===== config.mk =====
export PLATFORM = sky130hd
export DESIGN_NAME = u_rec_flat
export DESIGN_NICKNAME = d
export VERILOG_FILES = /design/src/rtl/u_rec_if.sv /design/src/rtl/u_rec.sv /design/src/flat_wrapper.sv
export SDC_FILE = /design/constraint.sdc
export NUM_CORES = 1
export LEC_CHECK = 0
export ABC_CLOCK_PERIOD_IN_PS = 2000
export BUFFER_PORTS_ARGS = -buffer_cell sky130_fd_sc_hd__buf_2
export CAP_MARGIN = 10
export CORE_MARGIN = 5
export CORE_UTILIZATION = 35
export DETAILED_ROUTE_END_ITERATION = 7
export PLACE_DENSITY = 0.51
export SLEW_MARGIN = 10
export SYNTH_ARGS = -nofsm -noshare
export SYNTH_HDL_FRONTEND = slang
export SYNTH_SLANG_ARGS = --single-unit
export TNS_END_PERCENT = 100

===== constraint.sdc =====
create_clock -name sys_clk -period 2 [get_ports sys_clk]
set_input_delay 0.4 -clock sys_clk [delete_from_list [all_inputs] [get_ports sys_clk]]
set_output_delay 0.4 -clock sys_clk [all_outputs]
set_load 0.02 [all_outputs]

===== src/rtl/u_rec_if.sv =====
// Host-side bundle for the u_rec UART receiver: serial input, received byte,
// status flags and the ready/ack handshake.
interface u_rec_if #(
    parameter int WORD_LEN = 8
);
    logic                uart_dataH;
    logic                rec_ackH;
    logic [WORD_LEN-1:0] rec_dataH;
    logic                rec_readyH;
    logic                frame_errH;
    logic                overrunH;
    logic                rec_busyH;

    // The receiver drives the received byte and status back to the host.
    modport master (
        input  uart_dataH,
        input  rec_ackH,
        output rec_dataH,
        output rec_readyH,
        output frame_errH,
        output overrunH,
        output rec_busyH
    );

    modport slave (
        output uart_dataH,
        output rec_ackH,
        input  rec_dataH,
        input  rec_readyH,
        input  frame_errH,
        input  overrunH,
        input  rec_busyH
    );
endinterface


===== src/rtl/u_rec.sv =====
// UART 8N1 receive engine, sys_clk = 16x baud, ready/ack host handshake.
// Optional RX_MAJORITY_VOTE_EN: 2-of-3 vote over the last three line samples.
module u_rec #(
    parameter int WORD_LEN = 8,
    parameter int MID_CNT  = 7
) (
    input  logic     sys_clk,
    input  logic     sys_rst,
    u_rec_if.master  bus
);
    localparam int BW = $clog2(WORD_LEN + 1);

    typedef enum logic [2:0] {
        r_IDLE,
        r_START,
        r_DATA,
        r_STOP,
        r_BREAK
    } state_t;

    state_t              state_q;
    logic [3:0]          cnt_q;
    logic [BW-1:0]       bits_q;
    logic [BW-1:0]       bits_d;
    logic [WORD_LEN-1:0] shift_q;
    logic [WORD_LEN-1:0] shift_d;
    logic [WORD_LEN-1:0] data_q;
    logic                sync1_q;
    logic                line_q;
    logic                ready_q;
    logic                ferr_q;
    logic                ovr_q;
    logic                busy_q;
    logic                sample;

    // Two-flop synchroniser; idle level is high so reset to 1.
    always_ff @(posedge sys_clk or posedge sys_rst) begin
        if (sys_rst) begin
            sync1_q <= 1'b1;
            line_q  <= 1'b1;
        end else begin
            sync1_q <= bus.uart_dataH;
            line_q  <= sync1_q;
        end
    end

`ifdef RX_MAJORITY_VOTE_EN
    logic [1:0] hist_q;

    always_ff @(posedge sys_clk or posedge sys_rst) begin
        if (sys_rst) begin
            hist_q <= 2'b11;
        end else begin
            hist_q <= {hist_q[0], line_q};
        end
    end

    assign sample = (line_q & hist_q[0]) | (line_q & hist_q[1]) | (hist_q[0] & hist_q[1]);
`else
    assign sample = line_q;
`endif

    assign shift_d = {sample, shift_q[WORD_LEN-1:1]};
    assign bits_d  = bits_q + BW'(1);

    always_ff @(posedge sys_clk or posedge sys_rst) begin
        if (sys_rst) begin
            state_q <= r_IDLE;
            cnt_q   <= 4'd0;
            bits_q  <= '0;
            shift_q <= '0;
            data_q  <= '0;
            ready_q <= 1'b0;
            ferr_q  <= 1'b0;
            ovr_q   <= 1'b0;
            busy_q  <= 1'b0;
        end else begin
            cnt_q <= cnt_q + 4'd1;
            // An ack clears the flags unless a completion below overrides it.
            if (bus.rec_ackH) begin
                ready_q <= 1'b0;
                ovr_q   <= 1'b0;
            end
            case (state_q)
                r_IDLE: begin
                    cnt_q <= 4'd0;
                    if (!line_q) begin
                        state_q <= r_START;
                        busy_q  <= 1'b1;
                    end
                end
                r_START: begin
                    if (cnt_q == 4'(MID_CNT)) begin
                        cnt_q <= 4'd0;
                        if (sample) begin
                            state_q <= r_IDLE;
                            busy_q  <= 1'b0;
                        end else begin
                            state_q <= r_DATA;
                            bits_q  <= '0;
                        end
                    end
                end
                r_DATA: begin
                    if (cnt_q == 4'd15) begin
                        shift_q <= shift_d;
                        bits_q  <= bits_d;
                        if (bits_d == BW'(WORD_LEN)) begin
                            state_q <= r_STOP;
                            cnt_q   <= 4'd0;
                        end
                    end
                end
                r_STOP: begin
                    if (cnt_q == 4'd15) begin
                        cnt_q <= 4'd0;
                        if (sample) begin
                            data_q  <= shift_q;
                            ready_q <= 1'b1;
                            ferr_q  <= 1'b0;
                            ovr_q   <= ready_q & ~bus.rec_ackH;
                            state_q <= r_IDLE;
                            busy_q  <= 1'b0;
                        end else begin
                            ferr_q  <= 1'b1;
                            state_q <= r_BREAK;
                        end
                    end
                end
                r_BREAK: begin
                    cnt_q <= 4'd0;
                    if (line_q) begin
                        state_q <= r_IDLE;
                        busy_q  <= 1'b0;
                    end
                end
                default: begin
                    state_q <= r_IDLE;
                    cnt_q   <= 4'd0;
                    busy_q  <= 1'b0;
                end
            endcase
        end
    end

    assign bus.rec_dataH  = data_q;
    assign bus.rec_readyH = ready_q;
    assign bus.frame_errH = ferr_q;
    assign bus.overrunH   = ovr_q;
    assign bus.rec_busyH  = busy_q;
endmodule


===== src/flat_wrapper.sv =====
// flat-port wrapper written by rule: the top's interface ports become plain ports
module u_rec_flat 
#(
    parameter int WORD_LEN = 8,
    parameter int MID_CNT  = 7
)
  (sys_clk, sys_rst, bus_uart_dataH, bus_rec_ackH, bus_rec_dataH, bus_rec_readyH, bus_frame_errH, bus_overrunH, bus_rec_busyH);
  u_rec_if #(.WORD_LEN(WORD_LEN)) bus_i ();
  input  logic sys_clk;
  input  logic sys_rst;
  input wire logic [$bits(bus_i.uart_dataH)-1:0] bus_uart_dataH;
  input wire logic [$bits(bus_i.rec_ackH)-1:0] bus_rec_ackH;
  output wire logic [$bits(bus_i.rec_dataH)-1:0] bus_rec_dataH;
  output wire logic [$bits(bus_i.rec_readyH)-1:0] bus_rec_readyH;
  output wire logic [$bits(bus_i.frame_errH)-1:0] bus_frame_errH;
  output wire logic [$bits(bus_i.overrunH)-1:0] bus_overrunH;
  output wire logic [$bits(bus_i.rec_busyH)-1:0] bus_rec_busyH;
  assign bus_i.uart_dataH = bus_uart_dataH;
  assign bus_i.rec_ackH = bus_rec_ackH;
  assign bus_rec_dataH = bus_i.rec_dataH;
  assign bus_rec_readyH = bus_i.rec_readyH;
  assign bus_frame_errH = bus_i.frame_errH;
  assign bus_overrunH = bus_i.overrunH;
  assign bus_rec_busyH = bus_i.rec_busyH;
  u_rec #(.WORD_LEN(WORD_LEN), .MID_CNT(MID_CNT)) u_core (.sys_clk(sys_clk), .sys_rst(sys_rst), .bus(bus_i));
endmodule

== Yosys cells after proc, flatten, opt, wreduce, memory -nomap -nowiden ==
Cells that the tools add are included.

* Output and inout bits: 12
* Register bits after elaboration: 33
* Input bits: 4
* Word-level logic and storage cells: 70

* $add $sub $neg: 2
* Multiplexer cells: 32
* Eq/ne operators: 14
* Reduce and logical (&&, ||, !) cells: 8
* Bitwise operators: 3

{| class="wikitable"
|+ Operators by type and width
! kind !! number
|-
| 4-bit 2-to-1 mux || 7
|-
| 3-bit 2-to-1 mux || 7
|-
| 3-bit case mux with 5 select lines || 1
|-
| 1-bit 2-to-1 mux || 13
|-
| 4-bit case mux with 3 select lines || 1
|-
| 2-bit by 1-bit != test with 1-bit output, second input constant || 5
|-
| 4-bit by 1-bit adder with 4-bit output, second input constant || 2
|-
| 4-bit == test, second input constant || 2
|-
| 4-bit case mux with 2 select lines || 1
|-
| 4-bit AND reduction || 2
|-
| 3-bit by 2-bit == test with 1-bit output, second input constant || 2
|-
| 6-bit AND reduction || 1
|-
| 1-bit case mux with 5 select lines || 1
|-
| 4-bit by 3-bit == test with 1-bit output, second input constant || 1
|-
| 2-bit != test, second input constant || 2
|-
| 2-bit AND reduction || 2
|-
| 3-bit by 1-bit == test with 1-bit output, second input constant || 1
|-
| 3-bit == test, second input constant || 1
|-
| 3-bit zero test || 1
|-
| 3-bit AND reduction || 1
|-
| 2-bit 2-to-1 mux || 1
|-
| 1-bit NOT || 2
|-
| 2-bit nonzero test || 1
|-
| 1-bit bitwise AND || 1
|}

== Depth between registers and ports, before layout ==
* Depth after elaboration: 5
* Mapped depth: 6
* Mapped depth without buffers: 5

== Worst setup path after synthesis ==
OpenSTA, ideal clock, no wires.

* Path type: reg2reg
* Start: register u_core.state_q[2]
* End: register u_core.shift_q[0]
* Arrival time: 1.506 ns
* Period minus slack after synthesis: 1.631 ns
* Buffers on the path: 2
* Data required time: 1.875 ns
* Slack: 0.369 ns
* Stages on the path, launching flop included: 6
* Setup time: 0.125 ns
* Cell sequence: dfrtp_1 buf_6 or3b_4 nor2_8 buf_6 mux2_2

* Cells in the longest elaborated chain, start to end: 2

{| class="wikitable"
|+ RTL lines
! element !! RTL line !! RTL
|-
| start, declared || u_rec.sv:21 || <nowiki>state_t state_q;</nowiki>
|-
| start signal, assigned || u_rec.sv:68 || <nowiki>state_q <= r_IDLE;</nowiki>
|-
| start signal, assigned || u_rec.sv:88 || <nowiki>state_q <= r_START;</nowiki>
|-
| start signal, assigned || u_rec.sv:96 || <nowiki>state_q <= r_IDLE;</nowiki>
|-
| 3-bit by 2-bit == test with 1-bit output || u_rec.sv:84 || <nowiki>case (state_q)</nowiki>
|-
| 2-bit AND reduction (no line) || -- ||
|-
| end signal, assigned || u_rec.sv:106 || <nowiki>shift_q <= shift_d;</nowiki>
|-
| end, declared || u_rec.sv:25 || <nowiki>logic [WORD_LEN-1:0] shift_q;</nowiki>
|}

No other way between the ends.
A chain may end at the register's enable or synchronous reset.

== Worst setup path in the final report ==
* Start: register u_core.state_q[2]
* End: register u_core.bits_q[0]

* Cells in the longest elaborated chain, start to end: 3
* Elaborated cells on any way between the ends: 8
* Those cells by class: eq/ne: 5; mux: 1; reduce/logical: 2

{| class="wikitable"
|+ RTL lines
! element !! RTL line !! RTL
|-
| 3-bit by 2-bit == test with 1-bit output or 3-bit by 1-bit == test with 1-bit output (tied branches) || u_rec.sv:84 ||
|-
| 2-bit by 1-bit != test with 1-bit output (no line) (tied with other cells) || -- ||
|-
| 4-bit AND reduction (no line) || -- ||
|-
| end signal, assigned || u_rec.sv:107 || <nowiki>bits_q <= bits_d;</nowiki>
|-
| end, declared || u_rec.sv:23 || <nowiki>logic [BW-1:0] bits_q;</nowiki>
|}

Several ways; a longest one is shown, not always the timed one.

==> impl_metrics.csv <==
group,metric,value,unit
cells_and_area,fin_nets,138,
clock_network,cts_resized,0,
grt,grt_max_degree,34,
power_and_ir_drop,swShare,30.4,%
place,placed_cell_area,1570,um2
synth,ys_ff_latch,33,
sta,rsz0062_at_grt,"no",
place,dp_hpwl,1830,um
floorplanning,io_pins,16,
synth,synth_warnings,0,
power_and_ir_drop,clkPwrFrac,28.8,%
sta,finalHoldViolCount,0,
clock_network,clk_latency,0.28,ns
setup_path,slowest_delay,0.49,ns
sta,finalMaxSlewViolations,0,
route,drt_iter0_markers,12,
route,dr.pass1.iters,3,
run_status,status,"complete, no violations",
power_and_ir_drop,seq_power_share,51.5,%
sta,min_period,1.75,ns
synth,async_reset_ff_share,100,%
setup_path,cp_slowest_cell,"dfrtp_1",
floorplanning,dieArea,5580,um2
floorplanning,core,4030,um2
setup_path,start_kind,"flop",
sta,relSlewSlack,72.3,%
setup_path,cp_data_arrival_time,1.92,ns
setup_path,path_class,"flop to flop",
power_and_ir_drop,ir_worst_vdd,0.464,mV
clock_network,h-tree-depth,2,
power_and_ir_drop,pwr-share-comb,19.7,%
clock_network,cts_root_buf,"clkbuf_8",
cells_and_area,syn2layout_area_growth,12.9,%
power_and_ir_drop,p_switching,506,uW
route,post-route-drc-count,0,
synth,syn_area,1470,um2
grt,grt_pass1_wl,4590,um
place,port_buffers,15,
route,ant_nets,0,
floorplanning,fp.dieH,74.7,um
clock_network,post-cts-setup-buffers,0,
sta,period_share,87.4,%
cells_and_area,drive_above_1_share,36.1,%
setup_path,worst-path-max-fanout,15,
power_and_ir_drop,power,1660,uW
clock_network,cts_tree,"done",
route,drt_wl_total,2620,um
place,gp_congestion,0.783,
setup_path,path_buf_inv,0,
cells_and_area,design_area,1660,um2
synth,syn_nets,120,
sta,fin_tns_setup,0,ns
power_and_ir_drop,p_int,1160,uW
sta,tightestPinTransition,0.416,ns
grt,grt_pass1_vias,986,
power_and_ir_drop,power.density,1000,nW/um2
synth,synth_cells,114,
sta,fmax,572,MHz
route,vias,910,
cells_and_area,final_common_cell,"dfrtp_1",
route,wl_per_cell,14.3,um
setup_path,cp-end-kind,"flop",
clock_network,cts_hold_buf,0,
power_and_ir_drop,p_leak,0.000841,uW
grt,grt.total_usage,11.3,%
synth,avgSynthCellArea,12.9,um2
sta,timing.final.ws_setup,0.251,ns
clock_network,cts_buffer_depth,2,
synth,yosysSeqAreaShare,56.5,%
clock_network,clk_pin_slew,0.07,ns
floorplanning,rows,23,
cells_and_area,n_antenna_cell,0,
route,via_per_inst,4.97,
clock_network,cts_made_buffers,5,
sta,setup_viol,0,
grt,overflow,0,
floorplanning,die_x,74.7,um
synth,yosysUniqueCellTypes,35,
synth,ys.flop_type,"dfrtp_1",
place,place_ws,0.255,ns
setup_path,crit_path_cell_trace,"or3b_4 -> nor2_8 -> nor2_1 -> mux2_2",
setup_path,critPathTopFamily,"simple AND/OR/NAND/NOR gates",
grt,antenna_found_initial,0,
floorplanning,start_util,36.4,%
worst_hold_path,min_path_type,"primary input to asynchronous set/reset pin",
sta,finClkSkew,0.00587,ns
setup_path,crit_required,2.17,ns
clock_network,clock_sinks,33,
synth,synth_edf_count,0,
cells_and_area,mostFrequentLayoutCells,"31 x dfrtp_1, 17 x mux2_2, 15 x buf_2, 7 x nor2_1, 5 x clkbuf_8",
run,max_cap_violations,0,
-- synth_stat cells (all sizes together) (2+ instances only) --
cell type	number	share of area [%]
a21oi	3	1.0
a22o	3	1.8
and3	4	1.7
buf	5	2.7
dfrtp	31	53
dfstp	2	3.6
ha	2	1.7
inv	3	0.77
mux2	17	13
mux2i	2	1.4
nand2	4	1.0
nand3	4	1.4
nand3b	2	1.0
nor2	8	3.2
nor2b	3	1.3
o21ai	3	1.0
or2	2	0.85
or3b	2	1.4
xnor2	2	1.2
-- power by group through the flow --
stage / Clock, uW / Combinational [uW] / Sequential, uW
6_report: 479 / 328 / 856
4_1_cts: 501 / 334 / 855
5_1_grt: 526 / 380 / 874
3_3_place_gp: 0 / 323 / 861
2_1_floorplan: 0 / 320 / 814
3_5_place_dp: 0 / 331 / 866
-- final cells by class --
| type | count | area (um2) |
|---|---|---|
| Timing Repair Buffer | 16 | 82.6 |
| Multi-Input combinational cell | 73 | 587 |
| Inverter | 3 | 11.3 |
| Fill cell | 419 | 2370 |
| Clock inverter | 1 | 7.51 |
| Tap cell | 50 | 62.6 |
| Clock buffer | 7 | 76.3 |
| Sequential cell | 33 | 828 |
-- state kept, by name, summed over array words and instances (netlist names) --
register	cells
u_core.line_q	1
u_core.sync1_q	1
u_core.bus.rec_readyH	1
u_core.cnt_q	4
u_core.bus.overrunH	1
u_core.state_q	3
u_core.bus.rec_busyH	1
u_core.shift_q	8
u_core.bits_q	4
u_core.bus.rec_dataH	8
u_core.bus.frame_errH	1
-- final timing paths --
path | slack (ns) | endpoint | depth (start not counted) | startpoint
setup reg to reg | 0.25 | u_core.bits_q[0] | 4 | u_core.state_q[2]
min in group sys_clk | 0.21 | u_core.sync1_q | 1 | bus_uart_dataH
hold reg to reg | 0.36 | u_core.line_q | 0 | u_core.sync1_q
setup / recovery | 0.25 | u_core.bits_q[0] | 4 | u_core.state_q[2]
max in group asynchronous | 1.47 | u_core.line_q | 3 | sys_rst
hold / removal | 0.20 | u_core.bus.rec_readyH | 3 | sys_rst
-- worst min-delay path: stages --
cell,delay (ns)
buf_2,0.09
inv_1,0.04
buf_4,0.37
-- routing by layer --
| metal | GRT usage [%] | routed length, um | vias to the layer above |
|---|---|---|---|
| met2 | 17.3 | 1230 | 14 |
| met3 | 4.81 | 89 | 7 |
| met5 | 0 | 0 | - |
| met1 | 13.9 | 1240 | 454 |
| li1 | - | - | 435 |
| met4 | 5.34 | 60 | 0 |
-- cell families (layout without fill, tap and decap cells) --
family	count (synthesis)	in the layout	synth area share [%]
AOI/OAI and AO/OA	15	15	7.17
xor gates and xnor gates	3	3	1.79
adders and majority gates	3	3	2.39
buffers and inverters	8	27	3.50
DFF	33	33	56.5
muxes	19	19	14.4
and+or+nand+nor	33	33	14.2
-- through the flow --
| step | utilization (%) | hold slack, ns | cells |
|---|---|---|---|
| detailed placement | 39.0 | 0.348 | 175 |
| floorplan | - | 0.345 | 114 |
| finish | 41.1 | 0.196 | 183 |
| global route | 41.1 | 0.200 | 183 |
| global placement | 39.0 | 0.350 | 175 |
| CTS | 41.1 | 0.199 | 183 |
(Power assumes the default switching activity.)
